File: src/rtl/fft_frame_source.sv
// Frames a continuous complex sample stream into FFT_LEN-sample packets with sop/eop markers
// for the FFT sink port. It uses an output register plus a one-entry skid buffer, so in_ready is registered.
module fft_frame_source #(
    parameter int FFT_LEN = 65536,
    parameter int DATA_W  = 16,
    parameter int IDX_W   = $clog2(FFT_LEN)
) (
    input  logic                     clk,
    input  logic                     rst,
    input  logic                     en,
    input  logic                     cfg_inverse,
    input  logic                     in_valid,
    output logic                     in_ready,
    input  logic signed [DATA_W-1:0] in_real,
    input  logic signed [DATA_W-1:0] in_imag,
    output logic                     out_valid,
    input  logic                     out_ready,
    output logic                     out_sop,
    output logic                     out_eop,
    output logic signed [DATA_W-1:0] out_real,
    output logic signed [DATA_W-1:0] out_imag,
    output logic                     out_inverse,
    output logic [1:0]               out_error,
    output logic [IDX_W-1:0]         sample_idx,
    output logic [15:0]              frames_done,
    output logic                     busy
);

    typedef enum logic [1:0] {S_IDLE, S_STREAM, S_DRAIN} state_t;

    localparam logic [IDX_W-1:0] LAST_IDX = IDX_W'(FFT_LEN - 1);
    localparam logic [IDX_W-1:0] ONE_IDX  = IDX_W'(1);

    state_t                     r_state;
    state_t                     w_state_nxt;
    logic                       r_in_ready;
    logic                       r_out_valid;
    logic signed [DATA_W-1:0]   r_out_real;
    logic signed [DATA_W-1:0]   r_out_imag;
    logic                       r_out_inverse;
    logic                       r_skid_full;
    logic signed [DATA_W-1:0]   r_skid_real;
    logic signed [DATA_W-1:0]   r_skid_imag;
    logic [IDX_W-1:0]           r_idx;
    logic [IDX_W-1:0]           r_in_cnt;
    logic [15:0]                r_frames;

    logic                       w_accept;
    logic                       w_out_xfer;
    logic                       w_last_out;
    logic                       w_out_load_en;
    logic                       w_frame_active;
    logic                       w_skid_full_nxt;
    logic [IDX_W-1:0]           w_in_cnt_nxt;
    logic [IDX_W-1:0]           w_load_idx;
    logic                       w_load_new;
    logic                       w_in_ready_nxt;

    assign w_accept       = in_valid && r_in_ready;
    assign w_out_xfer     = r_out_valid && out_ready;
    assign w_last_out     = (r_idx == LAST_IDX);
    assign w_out_load_en  = !r_out_valid || out_ready;
    assign w_frame_active = r_out_valid || r_skid_full || (r_idx != '0) || (r_in_cnt != '0);
    assign w_skid_full_nxt = w_out_load_en ? (r_skid_full && w_accept) : (r_skid_full || w_accept);
    assign w_in_cnt_nxt   = w_accept ? (r_in_cnt + ONE_IDX) : r_in_cnt;
    // Index of the sample entering the output register this cycle.
    assign w_load_idx     = w_out_xfer ? (r_idx + ONE_IDX) : r_idx;
    assign w_load_new     = w_out_load_en && (r_skid_full || w_accept);
    // While draining, stop accepting once the final sample of the frame is in (input count wrapped).
    assign w_in_ready_nxt = !w_skid_full_nxt &&
                            ((w_state_nxt == S_STREAM) ||
                             ((w_state_nxt == S_DRAIN) && (w_in_cnt_nxt != '0)));

    always_ff @(posedge clk) begin
        if (rst) begin
            r_state <= S_IDLE;
        end else begin
            r_state <= w_state_nxt;
        end
    end

    always_comb begin
        w_state_nxt = r_state;
        case (r_state)
            S_IDLE: begin
                if (en) w_state_nxt = S_STREAM;
            end
            S_STREAM: begin
                if (!en) begin
                    if (w_out_xfer && w_last_out && !w_accept && !r_skid_full && (r_in_cnt == '0))
                        w_state_nxt = S_IDLE;
                    else if (w_frame_active || w_accept)
                        w_state_nxt = S_DRAIN;
                    else
                        w_state_nxt = S_IDLE;
                end
            end
            S_DRAIN: begin
                if (en)
                    w_state_nxt = S_STREAM;
                else if (w_out_xfer && w_last_out && !r_skid_full && (r_in_cnt == '0))
                    w_state_nxt = S_IDLE;
            end
            default: w_state_nxt = S_IDLE;
        endcase
    end

    always_ff @(posedge clk) begin
        if (rst) begin
            r_in_ready    <= 1'b0;
            r_out_valid   <= 1'b0;
            r_out_real    <= '0;
            r_out_imag    <= '0;
            r_out_inverse <= 1'b0;
            r_skid_full   <= 1'b0;
            r_idx         <= '0;
            r_in_cnt      <= '0;
            r_frames      <= '0;
        end else begin
            r_in_ready  <= w_in_ready_nxt;
            r_skid_full <= w_skid_full_nxt;
            r_in_cnt    <= w_in_cnt_nxt;
            if (w_out_xfer) begin
                r_idx <= r_idx + ONE_IDX;
                if (w_last_out) r_frames <= r_frames + 16'd1;
            end
            if (w_out_load_en) begin
                r_out_valid <= r_skid_full || w_accept;
                if (r_skid_full) begin
                    r_out_real <= r_skid_real;
                    r_out_imag <= r_skid_imag;
                end else if (w_accept) begin
                    r_out_real <= in_real;
                    r_out_imag <= in_imag;
                end
                if (w_load_new && (w_load_idx == '0)) r_out_inverse <= cfg_inverse;
            end
        end
    end

    // Skid data needs no reset: it is only ever read while r_skid_full is set.
    always_ff @(posedge clk) begin
        if (w_accept && (r_skid_full || !w_out_load_en)) begin
            r_skid_real <= in_real;
            r_skid_imag <= in_imag;
        end
    end

    assign in_ready    = r_in_ready;
    assign out_valid   = r_out_valid;
    assign out_real    = r_out_real;
    assign out_imag    = r_out_imag;
    assign out_inverse = r_out_inverse;
    assign out_sop     = r_out_valid && (r_idx == '0);
    assign out_eop     = r_out_valid && w_last_out;
    assign out_error   = 2'b00;
    assign sample_idx  = r_idx;
    assign frames_done = r_frames;
    assign busy        = (r_state != S_IDLE);

endmodule

File: config.mk
export PLATFORM = sky130hd
export DESIGN_NAME = fft_frame_source
export DESIGN_NICKNAME = d
export VERILOG_FILES = /design/src/rtl/fft_frame_source.sv
export SDC_FILE = /design/constraint.sdc
export NUM_CORES = 1
export LEC_CHECK = 0
export ABC_CLOCK_PERIOD_IN_PS = 7100
export CORE_ASPECT_RATIO = 2
export CORE_MARGIN = 10
export CORE_UTILIZATION = 45
export DETAILED_ROUTE_END_ITERATION = 6
export GPL_TIMING_DRIVEN = 0
export PLACE_DENSITY = 0.7
export SYNTH_ARGS = -nofsm -noshare
export SYNTH_HDL_FRONTEND = slang
export SYNTH_SLANG_ARGS = --single-unit
File: constraint.sdc
create_clock -name clk -period 7.1 [get_ports clk]
set_input_delay 2.13 -clock clk [delete_from_list [all_inputs] [get_ports clk]]
set_output_delay 2.13 -clock clk [all_outputs]
set_load 0.005 [all_outputs]
==> results of run 1 <==
-- logic make-up (layout without fill, tap and decap cells) --
logic type	Yosys count	after routing	share of synthesized area [%]
adders and majority gates	5	5	1.156
muxes	34	34	6.289
buffers and inverters	52	190	5.410
AOI/OAI and AO/OA	73	73	9.480
other	1	2	0.06930
and+or+nand+nor	224	224	20.74
DFF	118	118	49.57
xor gates and xnor gates	45	45	7.283
-- Yosys cell counts (all sizes together), types with 11 or more instances --
library cell / count / area (um2)
nor3: 13 / 65.06
nor2: 93 / 349.1
inv: 11 / 41.29
xnor2: 25 / 219.0
xor2: 20 / 175.2
mux2i: 34 / 340.3
clkbuf: 24 / 111.4
a211oi: 32 / 240.2
nand3: 16 / 80.08
a21oi: 13 / 65.06
buf: 15 / 98.84
dfxtp: 86 / 1722
edfxtp: 32 / 960.9
nand2: 35 / 131.4
nand4: 16 / 121.4
-- power groups by stage --
stage                     combinational, mW  clock, mW  sequential (mW)
after floorplan                      0.0405          0            0.724
after global placement               0.0970          0            0.725
after detailed placement              0.100          0            0.725
after CTS                             0.100      0.820            0.711
after global routing                  0.109      0.852            0.712
final                                0.0990      0.806            0.711
-- per-stage QoR --
stage / area, um2 / std cells / utilization, %
floorplan: 5415 / 553 / -
global route: 7232 / 836 / 61.44
detailed placement: 6675 / 804 / 56.71
finish: 7232 / 836 / 61.44
global placement: 6648 / 803 / 56.47
CTS: 7232 / 836 / 61.44
-- registers in the layout (all words and copies together), names as in the netlist --
name / flops
out_inverse: 1
in_ready: 1
r_in_cnt: 16
sample_idx: 16
r_skid_full: 1
r_state: 2
out_valid: 1
r_skid_real: 16
frames_done: 16
out_imag: 16
out_real: 16
r_skid_imag: 16
-- critical path, cell delays in order (launching register included) --
cell and delay, ns:
sky130_fd_sc_hd__dfxtp_1 0.47, sky130_fd_sc_hd__nand4_2 0.20, sky130_fd_sc_hd__or4_4 0.55, sky130_fd_sc_hd__buf_6 0.15, sky130_fd_sc_hd__nor2_1 0.17, sky130_fd_sc_hd__clkdlybuf4s50_1 0.54
-- worst paths after layout --
path / from / endpoint
worst min register to register: frames_done[1] / frames_done[1]
worst max register to register: out_valid / out_inverse
worst max-delay path: sample_idx[7] / out_eop
worst min-delay path: frames_done[1] / frames_done[1]
-- area by class of cell --
| class | instances | area, um2 |
|---|---|---|
| fillers | 1028 | 4539 |
| flip-flops and latches | 118 | 2683 |
| multi-input cells | 383 | 2447 |
| repair buffers | 106 | 1071 |
| clock buffers | 17 | 425.4 |
| plain buffers | 41 | 251.5 |
| well taps | 145 | 181.4 |
| clock inverters | 15 | 131.4 |
| inverters | 11 | 41.29 |
-- layer usage --
layer	global-route usage [%]	routed length [um]	vias to the layer above
met2	31.26	7855	133
met3	6.045	930	38
li1	-	-	2221
met1	15.89	5243	2123
met5	0	0	-
met4	8.283	444	0
==> impl_summary.txt, run 1 <==
----------------------------------------------------
[Worst setup path]
  Maximum fanout along the worst path ... 7
  Worst-case reg-to-reg path depth ... 7
  Crit path capture type ... primary output
  Category of the most critical setup path ... reg2out
  Reg-to-reg setup timing slack ... 4.57 ns
  Data required time of the critical path ... 4.97 ns
  Critical path launch point type ... flip-flop
  Signal arrival time at the worst endpoint ... 2.49 ns

[Logic synthesis]
  Per-instance average area after synthesis ... 9.803 um2
  Warning count from the yosys run ... 0
  Sequential element share of the synthesized area ... 49.57%
  Count of different cell masters after synthesis ... 56
  Predominant post-synthesis flop cell ... sky130_fd_sc_hd__dfxtp_1
  Cells after synthesis ... 552
  Synthesis-stage register bit count ... 118
  Post-synth design cell area ... 0.005411 mm2
  Proportion of synthesized flip-flops having asynchronous set or reset ... 0%
  EDFF count, synth ... 32

[Placement]
  Worst slack at placement ... 2.457 ns
  DP HPWL ... 11070 um
  Count of buffers from port buffering ... 105
  RD Place Congestion ... 0.8797

[GRT]
  Wire length of the first global-routing pass ... 23790 um
  GRT Util Overall ... 16.92%
  Number of antenna violations at the first check in global routing ... 0
  Total congestion overflow after global routing ... 0
  Largest net degree at the start of global routing ... 33
  Number of global-route vias before repair ... 4759

[Clocking]
  Setup fix buffers added after clock tree synthesis ... 0
  Resize count post-CTS ... 0
  Count of clock tree sinks ... 118
  Clock edge transition at the registers on the reported setup and hold paths ... 0.06 ns
  CTS tree ... done
  Longest Clk Path Bufs ... 2
  CTS HTree Levels ... 4
  CTS Hold Bufs ... 0
  Total clock buffers created by CTS ... 17
  Root buf cell ... sky130_fd_sc_hd__clkbuf_16
  Clock latency on the worst-skew pair ... 0.41 ns

[Floorplan]
  Core Box Area ... 0.01177 mm2
  Number of top-level design ports ... 110
  Count of standard-cell rows ... 56
  Die span in y ... 175.1 um
  Area enclosed by the die boundary ... 0.01708 mm2
  Die span in x ... 97.54 um
  Effective utilization at floorplan ... 45.97%

[Pwr]
  Part of the total power dissipated in sequential elements ... 44.0%
  Internal power consumption ... 1.216 mW
  Power density over cell area ... 223.5 mW/mm2
  Switch Pwr ... 0.3998 mW
  Relative contribution of combinational cells to total power ... 6.1%
  Static leakage ... 2.433 nW
  Sw Ratio ... 24.74%
  Total Power ... 1.616 mW
  Max rail drop VDD ... 0.0001946 V
  Clock Power Share ... 49.9%

[Layout]
  Leading cell types in the layout, fill and taps excluded ... sky130_fd_sc_hd__clkdlybuf4s50_1, sky130_fd_sc_hd__nor2_1, sky130_fd_sc_hd__dfxtp_1
  Area Growth Syn to Fin ... 33.64%
  Fraction of final layout cells with drive strength greater than 1 ... 8.828%
  Antenna diodes ... 0
  Layout Nets ... 721
  Most common library cell in the layout ignoring fill and taps ... sky130_fd_sc_hd__clkdlybuf4s50_1

[Detailed routing]
  Vias per cell ... 5.401
  Wirelength, routed ... 14470 um
  Remaining routing DRC violations ... 0
  Number of nets still failing antenna checks after routing ... 0
  Count of vias placed by the detailed router ... 4515
  DR pass1 iterations ... 6
  Number of DRC markers after the initial detailed-route iteration ... 163
  Post-DR wirelength/cell ... 17.31 um

[Timing]
  Setup TNS after final layout ... 0 ns
  Unrepaired setup endpoints after global routing ... no
  Worst Max-Slew Pin Slew ... 0.7922 ns
  Share of the clock period used by the worst path after layout ... 65.01%
  Worst slew margin ... 46.70%
  Fmax ... 216.7 MHz
  Number of hold violations in the final report ... 0
  Final setup violation count ... 0
  Number of pins with negative max-slew slack in the final report ... 0
  Clock Skews ... 0.01074 ns
  Worst Hold Margin ... 0.4928 ns
  Final worst path period need ... 4.615 ns
  Min setup slack post-route ... 2.485 ns

[Job]
  Reported max-cap violation count ... 0

[Worst hold path]
  WHS Path Cells ... 2
  Hold WC Path Type ... reg2reg

[Run status]
  Outcome ... complete, no violations

----------------------------------------------------
No activity file was read; power rests on OpenSTA's default activity.
==> run 2: changes to the inputs <==
- ABC_CLOCK_PERIOD_IN_PS: 7100 -> 4800
- clock period: 7.1 -> 4.8 ns (I/O delays scaled with it)
==> results of run 2 <==
The final DEF is identical to that of run 1. Status: complete, no violations.
Among the figures that moved: setup slack after placement 2.457 ns -> 0.8466 ns; setup slack after layout 2.485 ns -> 0.8746 ns; register-to-register setup slack 4.57 ns -> 2.27 ns; total power 1.616 mW -> 2.390 mW; worst IR drop on VDD 0.0001946 V -> 0.0002878 V
==> run 3: changes to the inputs <==
- ABC_CLOCK_PERIOD_IN_PS: 4800 -> 3390
- PLACE_DENSITY: 0.7 -> 0.73
- clock period: 4.8 -> 3.39 ns (I/O delays scaled with it)
==> run 3 against run 2 <==
Sequential cell count unchanged; combinational power grew 42%; largest cell class unchanged; count of clock-buffer cells in the layout stayed put; setup slack worse by 0.70 ns; core utilization rose by 0.27 points; largest power group unchanged; final cell count did not move; non-clock buffer count did not move; sequential power is 42% higher; critical endpoint is now out_sop; sequential share of layout area fell by 0.074 points.
==> impl_summary.txt, run 3 (synthesized netlist as in run 1, its figures left out) <==
----------------------------------------------------
[Worst hold path]
  Hold WC Path Type ... reg2reg
  Min-delay src ... out_inverse

[Layout]
  Leading cell types in the layout, fill and taps excluded ... sky130_fd_sc_hd__clkdlybuf4s50_1, sky130_fd_sc_hd__nor2_1, sky130_fd_sc_hd__dfxtp_1
  Antenna diodes ... 0
  Area Growth Syn to Fin ... 34.22%
  Most common library cell in the layout ignoring fill and taps ... sky130_fd_sc_hd__clkdlybuf4s50_1
  Share of the core filled with cells in the final layout ... 61.70%
  Fraction of final layout cells with drive strength greater than 1 ... 9.841%
  Layout Nets ... 721

[GRT]
  Largest net degree at the start of global routing ... 33
  Wire length of the first global-routing pass ... 23700 um
  GRT Util Overall ... 16.70%
  Total congestion overflow after global routing ... 0
  Number of global-route vias before repair ... 4693
  Number of antenna violations at the first check in global routing ... 0

[Clocking]
  Clock latency on the worst-skew pair ... 0.41 ns
  Clock edge transition at the registers on the reported setup and hold paths ... 0.06 ns
  Count of clock tree sinks ... 118
  CTS HTree Levels ... 4
  Total clock buffers created by CTS ... 17
  CTS tree ... done
  Longest Clk Path Bufs ... 2
  Root buf cell ... sky130_fd_sc_hd__clkbuf_16

[Placement]
  Count of buffers from port buffering ... 105
  RD Place Congestion ... 0.8890
  DP HPWL ... 10880 um

[Worst setup path]
  Critical path launch point type ... flip-flop
  Category of the most critical setup path ... reg2out
  Source of the critical timing path ... sample_idx[0]
  Crit path capture type ... primary output
  Data required time of the critical path ... 2.37 ns
  Maximum fanout along the worst path ... 6
  Signal arrival time at the worst endpoint ... 2.20 ns
  Reg-to-reg critical path startpoint ... r_skid_full

[Timing]
  Worst Max-Slew Pin Slew ... 0.9473 ns
  Unrepaired setup endpoints after global routing ... no
  Number of hold violations in the final report ... 0
  Number of pins with negative max-slew slack in the final report ... 0
  Final worst path period need ... 3.215 ns
  Worst slew margin ... 36.69%
  Final setup violation count ... 0
  Clock Skews ... 0.01136 ns
  Share of the clock period used by the worst path after layout ... 94.84%
  Fmax ... 311.0 MHz

[Run status]
  Outcome ... complete, no violations

[Detailed routing]
  Post-DR wirelength/cell ... 17.25 um
  Number of DRC markers after the initial detailed-route iteration ... 196
  Vias per cell ... 5.465
  Remaining routing DRC violations ... 0
  Count of vias placed by the detailed router ... 4569
  Wirelength, routed ... 14420 um
  DR pass1 iterations ... 7
  Number of nets still failing antenna checks after routing ... 0

[Job]
  Reported max-cap violation count ... 0

[Pwr]
  Static leakage ... 2.450 nW
  Total Power ... 3.407 mW
  Max rail drop VDD ... 0.0004231 V
  Power density over cell area ... 469.1 mW/mm2

[Floorplan]
  Effective utilization at floorplan ... 45.97%
  Area enclosed by the die boundary ... 0.01708 mm2
  Core Box Area ... 0.01177 mm2
  Die span in x ... 97.54 um
  Count of standard-cell rows ... 56
  Number of top-level design ports ... 110
  Die span in y ... 175.1 um

----------------------------------------------------
run 3: cell types whose count changed in the layout (fill, tap and decap cells not counted), sizes merged:
cell,before,now
bufinv,0,1
clkdlybuf4s50,105,104
clkinv,1,5
clkinvlp,4,5
dlygate4sd2,0,1
inv,21,15
run 3: stage by stage:
step	TNS [ns]	worst slack [ns]	instance area [um2]	std cells	hold slack (ns)
detailed placement	-0.1296	-0.1296	6655	803	0.4722
global route	0	0.04424	7263	836	0.5177
floorplan	0	0.08760	5415	553	0.4650
finish	0	0.1750	7263	836	0.4861
global placement	-32.32	-1.009	6648	803	0.4815
CTS	0	0.1126	7249	835	0.4899
run 3: power breakdown:
part / total (mW) / leakage (nW) / switching, mW / internal, mW
sequential: 1.49 / 0.986 / 0.0183 / 1.47
combinational: 0.208 / 1.20 / 0.0929 / 0.115
clock: 1.71 / 0.263 / 0.690 / 1.02
total: 3.41 / 2.45 / 0.801 / 2.61
run 3: final timing paths:
kind	endpoint	slack [ns]	cells past startpoint
worst max register to register	r_skid_real[9]	0.75	4
worst min-delay path	out_inverse	0.49	2
worst max-delay path	out_sop	0.18	6
worst min register to register	out_inverse	0.49	2
run 3: critical path: stages, from the launching register on:
cell and delay, ns:
sky130_fd_sc_hd__dfxtp_1 0.38, sky130_fd_sc_hd__inv_1 0.14, sky130_fd_sc_hd__ha_1 0.19, sky130_fd_sc_hd__nor4b_2 0.19, sky130_fd_sc_hd__nand4_1 0.20, sky130_fd_sc_hd__nor2_1 0.17
sky130_fd_sc_hd__clkdlybuf4s50_1 0.52
run 3: repair_timing:
action / in CTS / in global routing
gates resized for setup: 10 / 1
pin swaps: 0 / 2
setup endpoints to repair: 1 / 1
buffers inserted: 0 / 1
endpoints found under the hold margin: 0 / 0
gates cloned: 0 / 0
hold buffers: 0 / 0
run 3: layer usage:
layer / wire length [um] / up-vias / GRT usage (%)
met5: 0 / - / 0
li1: - / 2202 / -
met4: 248 / 0 / 6.029
met2: 7969 / 156 / 31.40
met1: 5219 / 2185 / 16.08
met3: 984 / 26 / 5.927
run 3: cell type report:
type                       instances  area (um2)
buffer                            41       257.7
clock buffer                      17       425.4
clock inverter                    15       146.4
fill                             994        4508
inverter                          11       41.29
multi-input combinational        383        2465
sequential                       118        2689
tap                              145       181.4
timing repair buffer             106        1057
